## config.mk

```make
export PLATFORM = sky130hd
export DESIGN_NAME = instr_encoder
export DESIGN_NICKNAME = d
export VERILOG_FILES = /design/src/rtl/ctrl_pkg.sv /design/src/rtl/instr_enc_comb.sv /design/src/rtl/instr_encoder.sv
export SDC_FILE = /design/constraint.sdc
export NUM_CORES = 1
export LEC_CHECK = 0
export BUFFER_PORTS_ARGS = -buffer_cell sky130_fd_sc_hd__buf_2
export CAP_MARGIN = 20
export CORE_ASPECT_RATIO = 0.9
export CORE_MARGIN = 4
export CORE_UTILIZATION = 55
export CTS_CLUSTER_SIZE = 40
export DETAILED_ROUTE_END_ITERATION = 16
export PLACE_DENSITY = 0.82
export SLEW_MARGIN = 30
export SYNTH_ARGS = -nofsm -noshare
export SYNTH_HDL_FRONTEND = slang
export SYNTH_HIERARCHICAL = 1
export SYNTH_SLANG_ARGS = --single-unit
```

## constraint.sdc

```tcl
create_clock -name clk -period 3.63 [get_ports clk]
set_input_delay 0.1815 -clock clk [delete_from_list [all_inputs] [get_ports clk]]
set_output_delay 0.1815 -clock clk [all_outputs]
set_load 0.02 [all_outputs]
```

## src/rtl/ctrl_pkg.sv

```systemverilog
// Shared control encodings: ALU op codes and RV32I OP/OP-IMM field constants,
// used by the decode controller and by instr_encoder.
package ctrl_pkg;

   typedef enum logic [3:0] {
      ALU_ADD  = 4'd0,
      ALU_SUB  = 4'd1,
      ALU_SLL  = 4'd2,
      ALU_SLT  = 4'd3,
      ALU_SLTU = 4'd4,
      ALU_XOR  = 4'd5,
      ALU_SRL  = 4'd6,
      ALU_SRA  = 4'd7,
      ALU_OR   = 4'd8,
      ALU_AND  = 4'd9,
      ALU_NULL = 4'd10
   } aluop_t;

   localparam logic [6:0] OPC_RTYPE = 7'b0110011;
   localparam logic [6:0] OPC_ITYPE = 7'b0010011;

   localparam logic [2:0] F3_ADD_SUB = 3'b000;
   localparam logic [2:0] F3_SLL     = 3'b001;
   localparam logic [2:0] F3_SLT     = 3'b010;
   localparam logic [2:0] F3_SLTU    = 3'b011;
   localparam logic [2:0] F3_XOR     = 3'b100;
   localparam logic [2:0] F3_SRL_SRA = 3'b101;
   localparam logic [2:0] F3_OR      = 3'b110;
   localparam logic [2:0] F3_AND     = 3'b111;

   localparam logic [6:0] FUNCT7_ALT  = 7'b0100000;
   localparam logic [6:0] FUNCT7_BASE = 7'b0000000;

   localparam logic [31:0] NOP_INSTR = 32'h0000_0013;

endpackage

```

## src/rtl/instr_enc_comb.sv

```systemverilog
// Pure combinational encoder: ALU request fields to an RV32I OP/OP-IMM word.
// Illegal requests yield NOP_INSTR and raise `illegal`.
module instr_enc_comb
   import ctrl_pkg::*;
(
   input  logic [3:0]  aluop,
   input  logic        sel_b,
   input  logic [4:0]  rd,
   input  logic [4:0]  rs1,
   input  logic [4:0]  rs2,
   input  logic [11:0] imm,
   output logic [31:0] instr,
   output logic        illegal
);

   aluop_t      op;
   logic [2:0]  funct3;
   logic [6:0]  funct7;
   logic        is_shift;
   logic [11:0] imm_field;

   assign op = aluop_t'(aluop);

   always_comb begin
      funct3   = F3_ADD_SUB;
      funct7   = FUNCT7_BASE;
      is_shift = 1'b0;
      illegal  = 1'b0;
      case (op)
         ALU_ADD:  funct3 = F3_ADD_SUB;
         ALU_SUB: begin
            funct3  = F3_ADD_SUB;
            funct7  = FUNCT7_ALT;
            illegal = sel_b;
         end
         ALU_SLL: begin
            funct3   = F3_SLL;
            is_shift = 1'b1;
         end
         ALU_SLT:  funct3 = F3_SLT;
         ALU_SLTU: funct3 = F3_SLTU;
         ALU_XOR:  funct3 = F3_XOR;
         ALU_SRL: begin
            funct3   = F3_SRL_SRA;
            is_shift = 1'b1;
         end
         ALU_SRA: begin
            funct3   = F3_SRL_SRA;
            funct7   = FUNCT7_ALT;
            is_shift = 1'b1;
         end
         ALU_OR:   funct3 = F3_OR;
         ALU_AND:  funct3 = F3_AND;
         default:  illegal = 1'b1;
      endcase
   end

   // Immediate shifts carry funct7 in imm[11:5] so SRAI differs from SRLI
   assign imm_field = is_shift ? {funct7, imm[4:0]} : imm;

   always_comb begin
      if (illegal)
         instr = NOP_INSTR;
      else if (sel_b)
         instr = {imm_field, rs1, funct3, rd, OPC_ITYPE};
      else
         instr = {funct7, rs2, rs1, funct3, rd, OPC_RTYPE};
   end

endmodule

```

## src/rtl/instr_encoder.sv

```systemverilog
// Program-loader path: encodes ALU requests and streams them to instruction
// memory. Build macro ENC_ILLEGAL_CHECK_EN drops illegal requests and flags err_ill.
module instr_encoder
   import ctrl_pkg::*;
#(
   parameter int unsigned ADDR_W    = 8,
   parameter int unsigned BASE_ADDR = 0
) (
   input  logic              clk,
   input  logic              rst_n,
   input  logic              start,
   input  logic              in_valid,
   output logic              in_ready,
   input  logic [3:0]        in_aluop,
   input  logic              in_sel_b,
   input  logic [4:0]        in_rd,
   input  logic [4:0]        in_rs1,
   input  logic [4:0]        in_rs2,
   input  logic [11:0]       in_imm,
   input  logic              in_last,
   output logic              out_valid,
   input  logic              out_ready,
   output logic [31:0]       out_instr,
   output logic [ADDR_W-1:0] out_addr,
   output logic              done,
   output logic              err_ovf,
   output logic              err_ill
);

   localparam logic [ADDR_W-1:0] BASE = ADDR_W'(BASE_ADDR);

   typedef enum logic [1:0] {
      ST_IDLE,
      ST_RUN,
      ST_DRAIN,
      ST_DONE
   } state_t;

   state_t      state, state_nxt;
   logic [31:0] enc_instr;
   logic        enc_illegal;
   logic        in_fire, out_fire, addr_max, start_ok, drop_word, load_word, ovf_set;

   instr_enc_comb u_enc (
      .aluop   (in_aluop),
      .sel_b   (in_sel_b),
      .rd      (in_rd),
      .rs1     (in_rs1),
      .rs2     (in_rs2),
      .imm     (in_imm),
      .instr   (enc_instr),
      .illegal (enc_illegal)
   );

   assign addr_max  = (out_addr == '1);
   assign out_fire  = out_valid && out_ready;
   assign in_fire   = in_valid && in_ready;
   assign start_ok  = start && (state == ST_IDLE || state == ST_DONE);
   // A word buffered in RUN is never the last one, so leaving the top address here is overflow
   assign ovf_set   = (state == ST_RUN) && out_fire && addr_max;
   assign load_word = in_fire && !drop_word;
   assign done      = (state == ST_DONE);

`ifdef ENC_ILLEGAL_CHECK_EN
   logic err_ill_q;

   assign drop_word = enc_illegal;
   assign err_ill   = err_ill_q;

   always_ff @(posedge clk or negedge rst_n) begin
      if (!rst_n)
         err_ill_q <= 1'b0;
      else if (start_ok)
         err_ill_q <= 1'b0;
      else if (in_fire && enc_illegal)
         err_ill_q <= 1'b1;
   end
`else
   logic unused_illegal;

   assign unused_illegal = enc_illegal;
   assign drop_word      = 1'b0;
   assign err_ill        = 1'b0;
`endif

   always_comb begin
      state_nxt = state;
      in_ready  = 1'b0;
      case (state)
         ST_IDLE:
            if (start) state_nxt = ST_RUN;
         ST_RUN: begin
            in_ready = !(out_valid && !out_ready) && !(out_valid && addr_max);
            if (in_valid && in_ready && in_last)
               state_nxt = ST_DRAIN;
            else if (ovf_set)
               state_nxt = ST_DONE;
         end
         ST_DRAIN:
            if (!out_valid || out_ready) state_nxt = ST_DONE;
         ST_DONE:
            if (start) state_nxt = ST_RUN;
         default:
            state_nxt = ST_IDLE;
      endcase
   end

   always_ff @(posedge clk or negedge rst_n) begin
      if (!rst_n) begin
         state     <= ST_IDLE;
         out_valid <= 1'b0;
         out_instr <= '0;
         out_addr  <= BASE;
         err_ovf   <= 1'b0;
      end else begin
         state <= state_nxt;
         if (start_ok) begin
            out_addr <= BASE;
            err_ovf  <= 1'b0;
         end else begin
            if (out_fire && !addr_max)
               out_addr <= out_addr + 1'b1;
            if (ovf_set)
               err_ovf <= 1'b1;
         end
         if (load_word) begin
            out_valid <= 1'b1;
            out_instr <= enc_instr;
         end else if (out_fire) begin
            out_valid <= 1'b0;
         end
      end
   end

endmodule

```

==> impl_metrics.env <==
export IMPL_die_y_um=71.93
export IMPL_cts_buffer_depth=2
export IMPL_fin_skew_ps=6.742
export IMPL_grt_max_degree=45
export IMPL_crit_path_max_incr_delay_ps=660
export IMPL_setup_tns_ps=0
export IMPL_ys_warn_count=6
export IMPL_cts_resized_gates=0
export IMPL_rsz0062_at_grt="false"
export IMPL_ys_async_sr_fraction=1.000
export IMPL_cp_endpoint="out_instr[18]"
export IMPL_clk_pin_slew_ps=90
export IMPL_io_buffers=81
export IMPL_core_um2=4239
export IMPL_yosysMostFrequentCell="dfrtp_1"
export IMPL_clkPwrFrac=0.168
export IMPL_drive_above_1_share=0.4478
export IMPL_post_cts_buffers=0
export IMPL_reg2reg_to="out_instr[18]"
export IMPL_whs_ps=225.6
export IMPL_drtPass1Iterations=4
export IMPL_leakage_uw=0.001571
export IMPL_drv_cap=0
export IMPL_nets=338
export IMPL_hold_viol_final=0
export IMPL_clock_latency_ps=290
export IMPL_wire_per_inst_um=14.04
export IMPL_synth_edf_count=0
export IMPL_max_slew_margin=0.4579
export IMPL_slew_violations=0
export IMPL_criticalPathCategory="register to register"
export IMPL_vdd_drop_max_v=0.0003034
export IMPL_grt_overflow_total=0
export IMPL_ys_top_cells_by_count="dfrtp_1 (44), mux2_4 (29), nor2_1 (19)"
export IMPL_crit_arrival_ps=2540
export IMPL_via_per_inst=5.008
export IMPL_reg2reg_slack_ps=1260
export IMPL_cts_sinks=44
export IMPL_fillCellCount=346
export IMPL_critPathRequiredTime_ps=3800
export IMPL_place_gp_congestion=0.8267
export IMPL_slowest_stage="a21oi_4"
export IMPL_synth_ff_type="dfrtp_1"
export IMPL_yosys_area_top_type="dfrtp_1"
export IMPL_die_area_um2=5684
export IMPL_grt_pass1_wl_mm=8.431
export IMPL_vias=1788
export IMPL_hpwl_mm=3.728
export IMPL_cp_end_kind="register"
export IMPL_ys_seq_area_frac=0.4409
export IMPL_seqPwrFrac=0.361
export IMPL_outcome="finished clean"
export IMPL_row_count=22
export IMPL_syn2layout_area_growth_pct=20.04
export IMPL_diodes=0
export IMPL_power_density_nw_per_um2=732.9
export IMPL_htree_levels=2
export IMPL_worstPathCellList="ha_1 > nand3_2 > o21ai_2 > a21oi_4 > buf_4 > mux2_2"
export IMPL_initialDrtViolationCount=91
export IMPL_ios=83
export IMPL_swShare=0.3817
export IMPL_synth_top_area_frac=0.4409
export IMPL_setup_viol=0
export IMPL_start_kind="register"
export IMPL_die_w_um=79.03
export IMPL_period_share=0.6518
export IMPL_reg2reg_from="out_addr[0]"
export IMPL_cts_buffers=5
export IMPL_antenna_found_initial=0
export IMPL_grt_pass1_vias=1823
export IMPL_syn_inst=218
export IMPL_cts_tree="yes"
export IMPL_r2r_cells=6
export IMPL_startpoint="out_addr[0]"
export IMPL_ys_ff_latch=44
export IMPL_ys_top_cells_by_area="dfrtp_1 (44%), mux2_4 (17%), and2_1 (3.0%), nor2_1 (2.9%), buf_6 (2.7%)"
export IMPL_min_path_type="primary input to register"
export IMPL_cp_max_fo=19
export IMPL_ant_nets=0
export IMPL_start_util=0.5891
export IMPL_avgSynthCellArea_um2=11.46
export IMPL_p_int_uw=1358
export IMPL_root_buffer="clkbuf_8"
export IMPL_tightest_slew_ps=811.3
export IMPL_p_comb_frac=0.471
export IMPL_period_needed_ps=2366
export IMPL_gr_usage_all_layers=0.1851
export IMPL_ys_types=44
export IMPL_syn_area_um2=2497
export IMPL_post_route_drc_count=0
export IMPL_switchingPower_uw=838.6
export IMPL_clock_fmax_mhz=422.7
export IMPL_wirelength_mm=5.011
==> cells in the final DEF, fill, tap and decap left out, types with 2 or more instances in the layout <==
cell / n
mux2i_1: 6
or3_1: 3
o22ai_1: 2
conb_1: 7
inv_1: 5
and2_1: 12
ha_1: 4
o21a_1: 3
mux2_2: 3
inv_2: 2
buf_2: 80
mux2_4: 29
nor2_1: 19
o21ai_1: 3
nand3b_1: 2
buf_4: 3
nand2b_1: 5
xor2_1: 4
dfrtp_1: 44
o21ai_0: 7
clkbuf_8: 5
nand2_1: 12
a21oi_1: 10
o211ai_1: 3
a21o_1: 2
==> critical path, delay by kind of cell, from the launching register on <==
| family | cells | cell delay, ps |
|---|---|---|
| compound gates | 2 | 770 |
| fa+ha+maj | 1 | 240 |
| buf+inv | 1 | 320 |
| flops | 1 | 420 |
| mux | 1 | 360 |
| simple gates | 1 | 140 |
==> worst min path at each step <==
stage	cells after the start	startpoint	to	slack, ps
after CTS	1	rst_n	out_instr[15]	60
final	3	in_rs1[0]	out_instr[15]	230
after global routing	3	in_rs1[1]	out_instr[16]	220
after global placement	1	rst_n	out_instr[16]	380
after floorplan	0	rst_n	err_ovf	-110
after detailed placement	1	rst_n	out_instr[15]	390
==> flip-flops by register name (all words and copies together) (netlist names) <==
| name | flops |
|---|---|
| out_instr | 32 |
| out_addr | 8 |
| state | 2 |
| err_ovf | 1 |
| out_valid | 1 |
==> layout make-up <==
type,instances,area [um2],area share
Inverter,7,26.28,0.008765
Timing Repair Buffer,84,432.9,0.1444
Clock buffer,5,68.82,0.02295
Sequential cell,44,1101,0.3673
Tap cell,60,75.07,0.02504
Multi-Input combinational cell,154,1251,0.4174
Clock inverter,3,42.54,0.01419
==> metal layers <==
metal | GRT usage | vias up | share of wire
li1 | - | 891 | -
met4 | 0.03817 | 0 | 0.0050
met1 | 0.2530 | 828 | 0.47
met5 | 0 | - | 0
met2 | 0.3000 | 64 | 0.46
met3 | 0.04839 | 5 | 0.074
==> power groups by stage <==
stage | registers, uW | clock network [uW] | logic [uW]
finish | 794 | 369 | 1030
global route | 825 | 398 | 1110
CTS | 798 | 376 | 1040
detailed placement | 797 | 0 | 1050
global placement | 799 | 0 | 1020
floorplan | 993 | 0 | 554
==> kinds of logic (layout without fill, tap and decap cells) <==
| kind of cell | Yosys count | in the layout | synth area share |
|---|---|---|---|
| simple gates | 62 | 62 | 0.1388 |
| xor+xnor | 5 | 5 | 0.01753 |
| flops | 44 | 44 | 0.4409 |
| mux | 38 | 38 | 0.2119 |
| fa+ha+maj | 4 | 4 | 0.02004 |
| compound gates | 38 | 38 | 0.09920 |
| buf+inv | 24 | 99 | 0.06713 |
| other cells | 3 | 7 | 0.004509 |
==> per-stage QoR <==
| stage | setup slack [ps] | cell area, um2 | total power, uW | std cells | utilization |
|---|---|---|---|---|---|
| final | 1264 | 2998 | 2197 | 357 | 0.7072 |
| after global routing | 1113 | 2998 | 2333 | 357 | 0.7072 |
| after CTS | 1246 | 2985 | 2218 | 356 | 0.7043 |
| after detailed placement | 1260 | 2874 | 1844 | 348 | 0.6780 |
| after global placement | 1335 | 2874 | 1816 | 348 | 0.6780 |
| after floorplan | 1784 | 2512 | 1547 | 222 | - |
==> timing repair <==
item / CTS / global route
endpoints found under the setup margin: 0 / 0
endpoints found under the hold margin: 0 / 44
hold buffers: 0 / 1
No activity file was read; power rests on OpenSTA's default activity.
